## config.mk

```make
export PLATFORM = sky130hd
export DESIGN_NAME = shared_mem_arbiter_flat
export DESIGN_NICKNAME = d
export VERILOG_FILES = /design/src/rtl/shared_mem_arbiter_if.sv /design/src/rtl/shared_mem_arbiter.sv /design/src/flat_wrapper.sv
export SDC_FILE = /design/constraint.sdc
export NUM_CORES = 1
export LEC_CHECK = 0
export ABC_AREA = 1
export CAP_MARGIN = 30
export CORE_AREA = 10 10 181 183
export CTS_CLUSTER_DIAMETER = 60
export CTS_CLUSTER_SIZE = 30
export DETAILED_ROUTE_END_ITERATION = 10
export DIE_AREA = 0 0 191 193
export PLACE_DENSITY = 0.68
export REMOVE_ABC_BUFFERS = 1
export SLEW_MARGIN = 10
export SYNTH_ARGS = -nofsm -noshare
export SYNTH_HDL_FRONTEND = slang
export SYNTH_SLANG_ARGS = --single-unit
```

## constraint.sdc

```tcl
create_clock -name clk -period 10.15 [get_ports clk]
set_input_delay 2.5375 -clock clk [delete_from_list [all_inputs] [get_ports clk]]
set_output_delay 2.5375 -clock clk [all_outputs]
set_load 0.005 [all_outputs]
```

## src/rtl/shared_mem_arbiter_if.sv

```systemverilog
// rtl/shared_mem_arbiter_if.sv - fetch/data requester and shared memory port bundle
interface shared_mem_arbiter_if #(
    parameter int NBITS = 64
);
    logic             if_req;
    logic [NBITS-1:0] if_addr;
    logic             if_ack;
    logic [31:0]      if_rdata;
    logic             d_req;
    logic             d_we;
    logic [NBITS-1:0] d_addr;
    logic [NBITS-1:0] d_wdata;
    logic             d_ack;
    logic [NBITS-1:0] d_rdata;
    logic             mem_en;
    logic             mem_we;
    logic [NBITS-1:0] mem_addr;
    logic [NBITS-1:0] mem_wdata;
    logic [NBITS-1:0] mem_rdata;
    logic             busy;

    modport slave (
        input  if_req, if_addr, d_req, d_we, d_addr, d_wdata, mem_rdata,
        output if_ack, if_rdata, d_ack, d_rdata, mem_en, mem_we, mem_addr, mem_wdata, busy
    );

    modport master (
        output if_req, if_addr, d_req, d_we, d_addr, d_wdata, mem_rdata,
        input  if_ack, if_rdata, d_ack, d_rdata, mem_en, mem_we, mem_addr, mem_wdata, busy
    );
endinterface

```

## src/rtl/shared_mem_arbiter.sv

```systemverilog
// rtl/shared_mem_arbiter.sv - round-robin arbiter of fetch and load/store onto one memory port
module shared_mem_arbiter #(
    parameter int Nbits   = 64,
    parameter int MEM_LAT = 2
) (
    input  logic                clk,
    input  logic                rst,
    shared_mem_arbiter_if.slave bus
);
    typedef enum logic [1:0] {IDLE, ISSUE, WAIT, RESP} state_t;

    localparam logic [3:0] LAT_LOAD = 4'(MEM_LAT - 1);

    state_t           state;
    state_t           state_next;
    logic             last_fetch;
    logic [3:0]       lat_cnt;
    logic             take;
    logic             grant_fetch;
    logic             grant_we;
    logic [Nbits-1:0] grant_addr;
    logic [Nbits-1:0] grant_wdata;

    always_ff @(posedge clk or posedge rst) begin
        if (rst) begin
            state <= IDLE;
        end else begin
            state <= state_next;
        end
    end

    // On a tie the port that did not win last time is granted.
    always_comb begin
        state_next  = state;
        take        = 1'b0;
        grant_fetch = 1'b0;
        case (state)
            IDLE: begin
                if (bus.if_req || bus.d_req) begin
                    take        = 1'b1;
                    grant_fetch = bus.if_req && (!bus.d_req || !last_fetch);
                    state_next  = ISSUE;
                end
            end
            ISSUE:   state_next = WAIT;
            WAIT:    if (lat_cnt == 4'd0) state_next = RESP;
            RESP:    state_next = IDLE;
            default: state_next = IDLE;
        endcase
        grant_addr  = grant_fetch ? bus.if_addr : bus.d_addr;
        grant_wdata = grant_fetch ? '0 : bus.d_wdata;
        grant_we    = !grant_fetch && bus.d_we;
    end

    always_ff @(posedge clk or posedge rst) begin
        if (rst) begin
            last_fetch    <= 1'b0;
            lat_cnt       <= '0;
            bus.busy      <= 1'b0;
            bus.mem_en    <= 1'b0;
            bus.mem_we    <= 1'b0;
            bus.mem_addr  <= '0;
            bus.mem_wdata <= '0;
            bus.if_ack    <= 1'b0;
            bus.d_ack     <= 1'b0;
            bus.if_rdata  <= '0;
            bus.d_rdata   <= '0;
        end else begin
            bus.busy   <= (state_next != IDLE);
            bus.mem_en <= take;
            bus.mem_we <= take && grant_we;
            // Address and data are latched at grant so requester changes mid-transfer are ignored.
            if (take) begin
                last_fetch    <= grant_fetch;
                bus.mem_addr  <= grant_addr;
                bus.mem_wdata <= grant_wdata;
            end
            if (state == ISSUE) begin
                lat_cnt <= LAT_LOAD;
            end else if (state == WAIT && lat_cnt != 4'd0) begin
                lat_cnt <= lat_cnt - 4'd1;
            end
            if (state == WAIT && lat_cnt == 4'd0) begin
                if (last_fetch) begin
                    bus.if_rdata <= bus.mem_rdata[31:0];
                end else begin
                    bus.d_rdata <= bus.mem_rdata;
                end
            end
            bus.if_ack <= (state_next == RESP) && last_fetch;
            bus.d_ack  <= (state_next == RESP) && !last_fetch;
        end
    end
endmodule

```

## src/flat_wrapper.sv

```systemverilog
// flat-port wrapper written by rule: the top's interface ports become plain ports
module shared_mem_arbiter_flat 
#(
    parameter int Nbits   = 64,
    parameter int MEM_LAT = 2
)
  (clk, rst, bus_if_req, bus_if_addr, bus_d_req, bus_d_we, bus_d_addr, bus_d_wdata, bus_mem_rdata, bus_if_ack, bus_if_rdata, bus_d_ack, bus_d_rdata, bus_mem_en, bus_mem_we, bus_mem_addr, bus_mem_wdata, bus_busy);
  shared_mem_arbiter_if #(.NBITS((64))) bus_i ();
  input  logic clk;
  input  logic rst;
  input wire logic [$bits(bus_i.if_req)-1:0] bus_if_req;
  input wire logic [$bits(bus_i.if_addr)-1:0] bus_if_addr;
  input wire logic [$bits(bus_i.d_req)-1:0] bus_d_req;
  input wire logic [$bits(bus_i.d_we)-1:0] bus_d_we;
  input wire logic [$bits(bus_i.d_addr)-1:0] bus_d_addr;
  input wire logic [$bits(bus_i.d_wdata)-1:0] bus_d_wdata;
  input wire logic [$bits(bus_i.mem_rdata)-1:0] bus_mem_rdata;
  output wire logic [$bits(bus_i.if_ack)-1:0] bus_if_ack;
  output wire logic [$bits(bus_i.if_rdata)-1:0] bus_if_rdata;
  output wire logic [$bits(bus_i.d_ack)-1:0] bus_d_ack;
  output wire logic [$bits(bus_i.d_rdata)-1:0] bus_d_rdata;
  output wire logic [$bits(bus_i.mem_en)-1:0] bus_mem_en;
  output wire logic [$bits(bus_i.mem_we)-1:0] bus_mem_we;
  output wire logic [$bits(bus_i.mem_addr)-1:0] bus_mem_addr;
  output wire logic [$bits(bus_i.mem_wdata)-1:0] bus_mem_wdata;
  output wire logic [$bits(bus_i.busy)-1:0] bus_busy;
  assign bus_i.if_req = bus_if_req;
  assign bus_i.if_addr = bus_if_addr;
  assign bus_i.d_req = bus_d_req;
  assign bus_i.d_we = bus_d_we;
  assign bus_i.d_addr = bus_d_addr;
  assign bus_i.d_wdata = bus_d_wdata;
  assign bus_i.mem_rdata = bus_mem_rdata;
  assign bus_if_ack = bus_i.if_ack;
  assign bus_if_rdata = bus_i.if_rdata;
  assign bus_d_ack = bus_i.d_ack;
  assign bus_d_rdata = bus_i.d_rdata;
  assign bus_mem_en = bus_i.mem_en;
  assign bus_mem_we = bus_i.mem_we;
  assign bus_mem_addr = bus_i.mem_addr;
  assign bus_mem_wdata = bus_i.mem_wdata;
  assign bus_busy = bus_i.busy;
  shared_mem_arbiter #(.Nbits(Nbits), .MEM_LAT(MEM_LAT)) u_core (.clk(clk), .rst(rst), .bus(bus_i));
endmodule
```

==> reports/metrics.yaml, run 1 <==
run_status:
  status: "finished clean"
min_path:
  hold_depth: 2
  holdCritPathClass: "reg -> reg"
  whs_endpoint: "u_core.bus.mem_wdata[12]$_DFFE_PP0P_"
  min_from: "u_core.bus.mem_wdata[12]$_DFFE_PP0P_"
cts:
  cts_tree: "built"
  post_cts_resized: 0
  cts-root-buf: "clkbuf_16"
  numCtsBuffers: 27
  clockBufferDepth: 3
  path_clk_slew_ps: 70
  hold_buffers: 0
  cts_max_level: 1
  cts.sinks: 236
  postCtsSetupRepairBufs: 0
  clock_latency_ps: 550
sta:
  timing.setup.tns_ps: 0
  worst_pin_slew_ps: 818
  hold_viol: 0
  period_minus_slack_ps: 4760
  slew_headroom: 0.455
  slew_viol_final: 0
  finalCritPeriodShare: 0.469
  setup_slack_ps: 5390
  fmax_ghz: 0.210
  finClkSkew_ps: 13.4
  finalSetupViolations: 0
  rsz0062_at_grt: "false"
  fin_hold_ws_ps: 478
final_layout:
  syn_to_final_growth_pct: 59.1
  drive_above_1_share: 0.0826
  multiInputGateArea_um2: 3360
  regArea_um2: 5910
  fin_nets: 1855
  n_fill_cell: 2608
synth:
  synth_fa_ha_area_frac: 0.00612
  synth_seq_area_share: 0.578
  synth_compound_area_frac: 0.120
  synth_largest_area_cell: "dfrtp_1"
  syn_inst: 1129
  post_synth_mux_area_share: 0
  synth_area_leaders: "dfrtp_1, nand2_1, o21ai_2"
  synth_area_um2: 10200
  avgSynthCellArea_um2: 9.05
  yosysMostFrequentCell: "nand2_1"
  synth-xor-area-share: 0.000857
  synth_top_area_frac: 0.578
  synth_seq_cells: 236
  ys_warn_count: 0
  synthSimpleGateAreaFrac: 0.199
  synth_top_family_by_area: "simple AND/OR/NAND/NOR gates"
  yosysUniqueCellTypes: 21
  synth.top_cells.by_count: "nand2_1, dfrtp_1, inv_1, nand3_1, o21ai_2"
  synth_ff_type: "dfrtp_1"
  async_reset_ff_frac: 1.00
  synth_edf_count: 0
setup_path:
  reg2reg_to: "u_core.bus.mem_addr[48]$_DFFE_PP0P_"
  criticalPathCategory: "in -> reg"
  cp_max_fo: 70
  crit_path_end_kind: "flip-flop"
  cp.required_ps: 10630
  worstRegToRegCells: 8
  crit_path_start_kind: "primary input"
  ff2ff_setup_slack_ps: 7250
  r2r-start: "u_core.state[0]$_DFF_PP0_"
  worstPathArrival_ps: 5240
die:
  io_pins: 490
  fp.dieArea_um2: 36900
  rows: 63
  die_x_um: 191
  initial_utilization: 0.350
  die_height_um: 193
  core_area_um2: 29200
run:
  cap_viol_max_count: 0
global_route:
  grt_pass1_vias: 9460
  grt_pass1_wl_mm: 57.2
  grt.overflow.total: 0
  grt_start_max_net_pins: 103
  track_usage: 0.197
  antenna_found_initial: 3
route:
  drtIter0Drc: 589
  routed_wl_mm: 38.5
  wl_per_cell_um: 19.2
  ant_nets: 0
  viasPerCell: 4.62
  vias: 9252
  drc: 0
  firstDrtPassIters: 5
power_and_ir_drop:
  vdd_ir_drop_max_mv: 0.182
  power_density_nw_per_um2: 298
  total_power_mw: 4.85
  leakage_nw: 8.02
placement:
  place_hpwl_mm: 28.1
  place.gp.congestion: 0.816
  preCtsSetupSlack_ps: 4840
  port_buffers: 489
report_power, final:
part / internal, mW / switching, mW
clock network: 0.592 / 0.441
registers: 1.41 / 0.254
logic: 1.16 / 0.991
total: 3.16 / 1.69
cell families (layout without fill, tap and decap cells):
family,after synthesis,count (layout)
other,0,1
xor gates and xnor gates,1,1
buffers and inverters,209,690
and+or+nand+nor,513,513
DFF,236,236
adders and majority gates,5,5
AOI/OAI and AO/OA,165,165
state kept, by name, indices dropped and copies added, names as in the netlist:
name / flops
u_core.bus.mem_wdata: 64
u_core.last_fetch: 1
u_core.bus.busy: 1
u_core.bus.mem_addr: 64
u_core.bus.if_ack: 1
u_core.lat_cnt: 4
u_core.bus.mem_we: 1
u_core.bus.if_rdata: 32
u_core.bus.d_ack: 1
u_core.bus.mem_en: 1
u_core.state: 2
u_core.bus.d_rdata: 64
worst max path at each step:
stage,from,end
floorplan,rst,u_core.bus.busy$_DFF_PP0_
detailed placement,bus_if_req,u_core.bus.mem_addr[10]$_DFFE_PP0P_
finish,bus_if_req,u_core.bus.mem_addr[48]$_DFFE_PP0P_
global placement,bus_if_req,u_core.bus.mem_addr[53]$_DFFE_PP0P_
global route,bus_if_req,u_core.bus.mem_addr[19]$_DFFE_PP0P_
CTS,bus_if_req,u_core.bus.mem_addr[10]$_DFFE_PP0P_
worst max-delay path, stage by stage:
cell,delay [ps]
clkdlybuf4s50_1,620
o21ai_4,80
buf_4,320
inv_4,570
buf_4,710
o211ai_1,180
nand2_1,100
cells in the final DEF, fill, tap and decap left out, types with 2 or more instances in the layout:
cell type        netlist  routed
clkdlybuf4s50_1        0     489
nand2_1              432     431
dfrtp_1              236     236
inv_1                137     136
nand3_1               69      69
o21ai_2               65      64
o211ai_1              64      64
o21ai_1               33      33
clkbuf_16              0      27
buf_4                 12       9
nor2_1                 6       6
ha_1                   5       5
inv_8                  0       3
clkinv_2               0       3
bufinv_16              0       3
clkbuf_1               4       3
clkinv_8               0       3
clkinv_4               0       3
inv_2                  3       2
nand3_2                3       2
o21ai_0                2       2
clkinvlp_4             0       2
inv_6                  0       2
buf_16                 0       2
routing by layer:
layer,share of wire,track usage,vias to the layer above
met3,0.13,0.0969,55
met5,0.00096,0,-
met4,0.021,0.0448,6
met2,0.48,0.331,409
li1,-,-,4462
met1,0.37,0.222,4320
stage by stage:
step,std cells,cell area (um^2),util
floorplan,1060,9770,-
global placement,1948,15300,0.522
detailed placement,1949,15300,0.523
CTS,1999,16200,0.555
global route,2000,16300,0.556
finish,2001,16300,0.556
area by class of cell:
type                    instances  share of cell area
diodes                          1            0.000154
multi-input cells             684               0.207
repair buffers                500               0.308
well taps                     390              0.0300
inverters                     140              0.0329
flip-flops and latches        236               0.363
clock inverters                19              0.0157
clock buffers                  31              0.0431
Note: power is estimated with default switching activity, not from simulation.
==> inputs of run 2 (changes only) <==
clock period = 4.7 ns   (was 10.15 ns; I/O delays follow)
==> reports/metrics.yaml, run 2 (synthesis results as in run 1) <==
route:
  ant_nets: 0  # unchanged
  vias: 9103  # -1.6%
  routed_wl_mm: 38.4  # about the same
  drc: 0  # unchanged
  wl_per_cell_um: 19.3  # +0.21%
  viasPerCell: 4.56  # -1.3%
  firstDrtPassIters: 5  # unchanged
  drtIter0Drc: 667  # +13%
setup_path:
  cp.required_ps: 5170  # -5460 ps
  worstPathArrival_ps: 3520  # -1720 ps
  worstSetupEndpoint: "u_core.bus.mem_wdata[1]$_DFFE_PP0P_"
  reg2reg_to: "u_core.bus.mem_wdata[1]$_DFFE_PP0P_"
  crit_path_start_kind: "primary input"
  cp_slowest_stage_delay_ps: 720  # about the same
  worstRegToRegCells: 7  # -1
  ff2ff_setup_slack_ps: 2220  # -5030 ps
  cp_max_fo: 71  # +1.4%
  cp_cell_sequence: "clkdlybuf4s50_1, o21ai_4, buf_4, buf_4, nand2_1, nand2_1"
  r2r-start: "u_core.state[0]$_DFF_PP0_"
  criticalPathCategory: "in -> reg"
  critPathLaunch: "bus_if_req"
  crit_path_end_kind: "flip-flop"
  slowest_stage: "buf_4"
run:
  cap_viol_max_count: 0  # unchanged
sta:
  timing.setup.tns_ps: 0  # unchanged
  finalCritPeriodShare: 0.648
  worst_pin_slew_ps: 777  # -40.8 ps
  slew_viol_final: 0  # unchanged
  hold_viol: 0  # unchanged
  rsz0062_at_grt: "false"
  period_minus_slack_ps: 3050
  fin_hold_ws_ps: 479  # +0.941 ps
  finClkSkew_ps: 17.4  # +3.95 ps
  fmax_ghz: 0.328
  finalSetupViolations: 0  # unchanged
  slew_headroom: 0.482  # +0.0272
placement:
  place_hpwl_mm: 28.2  # about the same
  placed_cell_area_um2: 15300  # +0.28%
  place.gp.congestion: 0.834  # +2.3%
  port_buffers: 489  # unchanged
final_layout:
  fin_nets: 1853  # -0.11%
  drive_above_1_share: 0.0816  # -0.000989
  final_cell_mix: "clkdlybuf4s50_1, nand2_1, dfrtp_1"
  stdcell_area_um2: 16300  # unchanged
  n_fill_cell: 2557  # -2.0%
  final_common_cell: "clkdlybuf4s50_1"
  syn_to_final_growth_pct: 59.1  # unchanged
  diodes: 0  # -1
  largestRegisters: "u_core.bus.d_rdata x64, u_core.bus.mem_addr x64, u_core.bus.mem_wdata x64"
die:
  initial_utilization: 0.350  # unchanged
  die_height_um: 193  # unchanged
  core_area_um2: 29200  # unchanged
  fp.dieArea_um2: 36900  # unchanged
  die_x_um: 191  # unchanged
  rows: 63  # unchanged
  io_pins: 490  # unchanged
power_and_ir_drop:
  power_density_nw_per_um2: 642  # +120%
  leakage_nw: 8.02  # about the same
  vdd_ir_drop_max_mv: 0.400  # +120%
cts:
  postCtsSetupRepairBufs: 0  # unchanged
  hold_buffers: 0  # unchanged
  path_clk_slew_ps: 80  # about the same
  cts-root-buf: "clkbuf_16"
  cts_max_level: 1  # unchanged
  cts.sinks: 236  # unchanged
  post_cts_resized: 0  # unchanged
  clock_latency_ps: 540  # about the same
  clockBufferDepth: 3  # unchanged
  numCtsBuffers: 25  # -7.4%
  cts_tree: "built"
global_route:
  grt_pass1_vias: 9311  # -1.6%
  antenna_found_initial: 0  # -3
  grt_start_max_net_pins: 100  # -2.9%
  grt_pass1_wl_mm: 57.1  # about the same
  track_usage: 0.198  # +0.000563
  grt.overflow.total: 0  # unchanged
min_path:
  holdCritPathClass: "reg -> reg"
  hold_depth: 2  # unchanged
run_status:
  status: "finished clean"
==> run 2: stage by stage <==
step	utilization	setup WS, ps	std cells	power [mW]
finish	0.556	1650	1995	10.4
global route	0.556	1510	1995	11.2
CTS	0.555	1670	1994	10.6
detailed placement	0.524	1120	1949	8.36
global placement	0.524	1170	1949	8.28
floorplan	-	-2950	1060	5.36
==> run 2: critical path: cells and delay by family <==
kind	cells	cell delay [ps]
compound gates	1	220
buf+inv	3	1790
simple gates	2	230
==> run 2: worst min path at each step <==
stage                     slack [ps]                            startpoint                                    to
after floorplan                  470         u_core.lat_cnt[0]$_DFFE_PP0P_         u_core.lat_cnt[0]$_DFFE_PP0P_
after global placement           460  u_core.bus.mem_wdata[13]$_DFFE_PP0P_  u_core.bus.mem_wdata[13]$_DFFE_PP0P_
after detailed placement         460  u_core.bus.mem_wdata[52]$_DFFE_PP0P_  u_core.bus.mem_wdata[52]$_DFFE_PP0P_
after CTS                        480  u_core.bus.mem_wdata[52]$_DFFE_PP0P_  u_core.bus.mem_wdata[52]$_DFFE_PP0P_
after global routing             500    u_core.bus.d_rdata[46]$_DFFE_PP0P_    u_core.bus.d_rdata[46]$_DFFE_PP0P_
final                            480  u_core.bus.mem_wdata[12]$_DFFE_PP0P_  u_core.bus.mem_wdata[12]$_DFFE_PP0P_
==> run 2: layer usage <==
layer	routed length [um]	part of all wire	up-vias	global-route usage
li1	-	-	4454	-
met4	1010	0.026	0	0.0530
met1	14900	0.39	4207	0.232
met3	4830	0.13	50	0.0953
met5	0	0	-	0
met2	17700	0.46	392	0.319
==> run 2: power by group <==
| group | switching, mW | internal [mW] |
|---|---|---|
| sequential | 0.542 | 3.04 |
| combinational | 2.15 | 2.54 |
| clock | 0.990 | 1.19 |
| total | 3.68 | 6.77 |
==> run 2: cell type report <==
class | instances | area (um^2) | share of cell area
clock buffers | 27 | 653 | 0.0402
clock inverters | 18 | 263 | 0.0162
flip-flops and latches | 236 | 5910 | 0.363
repair buffers | 500 | 5060 | 0.311
inverters | 140 | 536 | 0.0329
multi-input cells | 684 | 3360 | 0.207
well taps | 390 | 488 | 0.0300
==> inputs of run 3 (changes only) <==
clock period = 2.9 ns   (was 4.7 ns; I/O delays follow)
==> reports/metrics.yaml, run 3 (synthesis results as in run 1) <==
die:
  fp.dieArea_um2: 36900  # unchanged
  rows: 63  # unchanged
  initial_utilization: 0.350  # unchanged
  die_height_um: 193  # unchanged
  core_area_um2: 29200  # unchanged
  io_pins: 490  # unchanged
  die_x_um: 191  # unchanged
run_status:
  status: "finished clean"
min_path:
  holdCritPathClass: "reg -> reg"
cts:
  clock_latency_ps: 550  # about the same
  cts_max_level: 1  # unchanged
  hold_buffers: 0  # unchanged
  cts-root-buf: "clkbuf_16"
  cts_tree: "built"
  path_clk_slew_ps: 70  # about the same
  clockBufferDepth: 3  # unchanged
  postCtsSetupRepairBufs: 0  # unchanged
  numCtsBuffers: 26  # +4.0%
  cts.sinks: 236  # unchanged
  post_cts_resized: 0  # unchanged
setup_path:
  worstPathArrival_ps: 1520  # -2000 ps
  crit_path_start_kind: "flip-flop"
  cp.required_ps: 2170  # -3000 ps
  slowest_stage: "clkdlybuf4s50_1"
  criticalPathCategory: "reg -> out"
  crit_path_end_kind: "output port"
  path_buf_inv: 1  # -2
  cp_slowest_stage_delay_ps: 550  # -170 ps
  cp_max_fo: 2  # -97%
  path_delay_family: "buffers and inverters"
  cp_cell_sequence: "clkdlybuf4s50_1"
sta:
  finalCritPeriodShare: 0.775
  finClkSkew_ps: 34.5  # +17.1 ps
  rsz0062_at_grt: "false"
  worst_pin_slew_ps: 663  # -113 ps
  fmax_ghz: 0.445
  slew_viol_final: 0  # unchanged
  fin_hold_ws_ps: 478  # -1.16 ps
  finalSetupViolations: 0  # unchanged
  period_minus_slack_ps: 2250
  slew_headroom: 0.558  # +0.0757
  hold_viol: 0  # unchanged
final_layout:
  diodes: 0  # unchanged
  largestRegisters: "u_core.bus.d_rdata x64, u_core.bus.mem_addr x64, u_core.bus.mem_wdata x64"
  fin_nets: 1863  # +0.54%
  stdcell_area_um2: 16400  # +1.0%
  drive_above_1_share: 0.0884  # +0.00682
  syn_to_final_growth_pct: 60.8
  final_cell_mix: "clkdlybuf4s50_1, nand2_1, dfrtp_1"
  final_common_cell: "clkdlybuf4s50_1"
placement:
  place.gp.congestion: 0.788  # -5.6%
  place_hpwl_mm: 28.9  # +2.6%
  placed_cell_area_um2: 15500  # +1.1%
  port_buffers: 489  # unchanged
global_route:
  grt.overflow.total: 0  # unchanged
  grt_pass1_vias: 9640  # +3.5%
  grt_start_max_net_pins: 75  # -25%
  track_usage: 0.203  # +0.00547
  antenna_found_initial: 1  # +1
  grt_pass1_wl_mm: 58.8  # +2.8%
route:
  firstDrtPassIters: 5  # unchanged
  drc: 0  # unchanged
  viasPerCell: 4.55  # -0.19%
  wl_per_cell_um: 19.3  # +0.45%
  ant_nets: 0  # unchanged
  drtIter0Drc: 610  # -8.5%
  routed_wl_mm: 38.8  # +1.1%
  vias: 9140  # +0.41%
power_and_ir_drop:
  power_density_nw_per_um2: 1040  # +62%
  vdd_ir_drop_max_mv: 0.633  # +58%
  leakage_nw: 8.11  # +1.1%
run:
  cap_viol_max_count: 0  # unchanged
[run 3: layout make-up]
class                      instances  area (um^2)
fill                            2633        12800
sequential                       236         5910
timing repair buffer             509         5190
multi-input combinational        684         3360
clock buffer                      26          651
inverter                         140          536
tap                              390          488
clock inverter                    22          299
[run 3: stage by stage]
step / setup slack (ps) / util / cells / power [mW] / setup TNS, ps
after global routing: 610 / 0.562 / 2007 / 18.4 / 0
after detailed placement: 457 / 0.530 / 1959 / 13.7 / 0
after floorplan: -4300 / - / 1060 / 8.69 / -1355280
final: 652 / 0.562 / 2007 / 17.1 / 0
after global placement: 538 / 0.530 / 1959 / 13.6 / 0
after CTS: 613 / 0.562 / 2007 / 17.4 / 0
[run 3: worst paths after layout]
| check | startpoint | to | slack [ps] | cells past startpoint |
|---|---|---|---|---|
| setup / recovery | u_core.bus.d_rdata[12]$_DFFE_PP0P_ | bus_d_rdata[12] | 650 | 1 |
| hold / removal | u_core.bus.mem_wdata[12]$_DFFE_PP0P_ | u_core.bus.mem_wdata[12]$_DFFE_PP0P_ | 480 | 2 |
| setup reg to reg | u_core.lat_cnt[0]$_DFFE_PP0P_ | u_core.bus.d_rdata[31]$_DFFE_PP0P_ | 1080 | 8 |
| hold reg to reg | u_core.bus.mem_wdata[12]$_DFFE_PP0P_ | u_core.bus.mem_wdata[12]$_DFFE_PP0P_ | 480 | 2 |
| max in group asynchronous | rst | u_core.bus.d_rdata[35]$_DFFE_PP0P_ | 1650 | 3 |
| min in group asynchronous | rst | u_core.bus.d_rdata[17]$_DFFE_PP0P_ | 570 | 2 |
[run 3: per-layer routing]
| metal | vias up | share of wire | GRT usage |
|---|---|---|---|
| li1 | 4478 | - | - |
| met1 | 4253 | 0.38 | 0.230 |
| met2 | 365 | 0.48 | 0.342 |
| met3 | 42 | 0.13 | 0.102 |
| met4 | 2 | 0.017 | 0.0388 |
| met5 | - | 0.00018 | 0 |
[run 3: tightest hold or removal path, cell delays in order (launching register included)]
cell     delay, ps
dfrtp_1        340
nand2_1         50
nand2_1         60
[run 3: power by group]
group          internal (mW)  total, mW  switching (mW)
Combinational           4.21       7.71            3.51
Sequential              4.93       5.81           0.888
Clock                   1.89       3.57            1.68
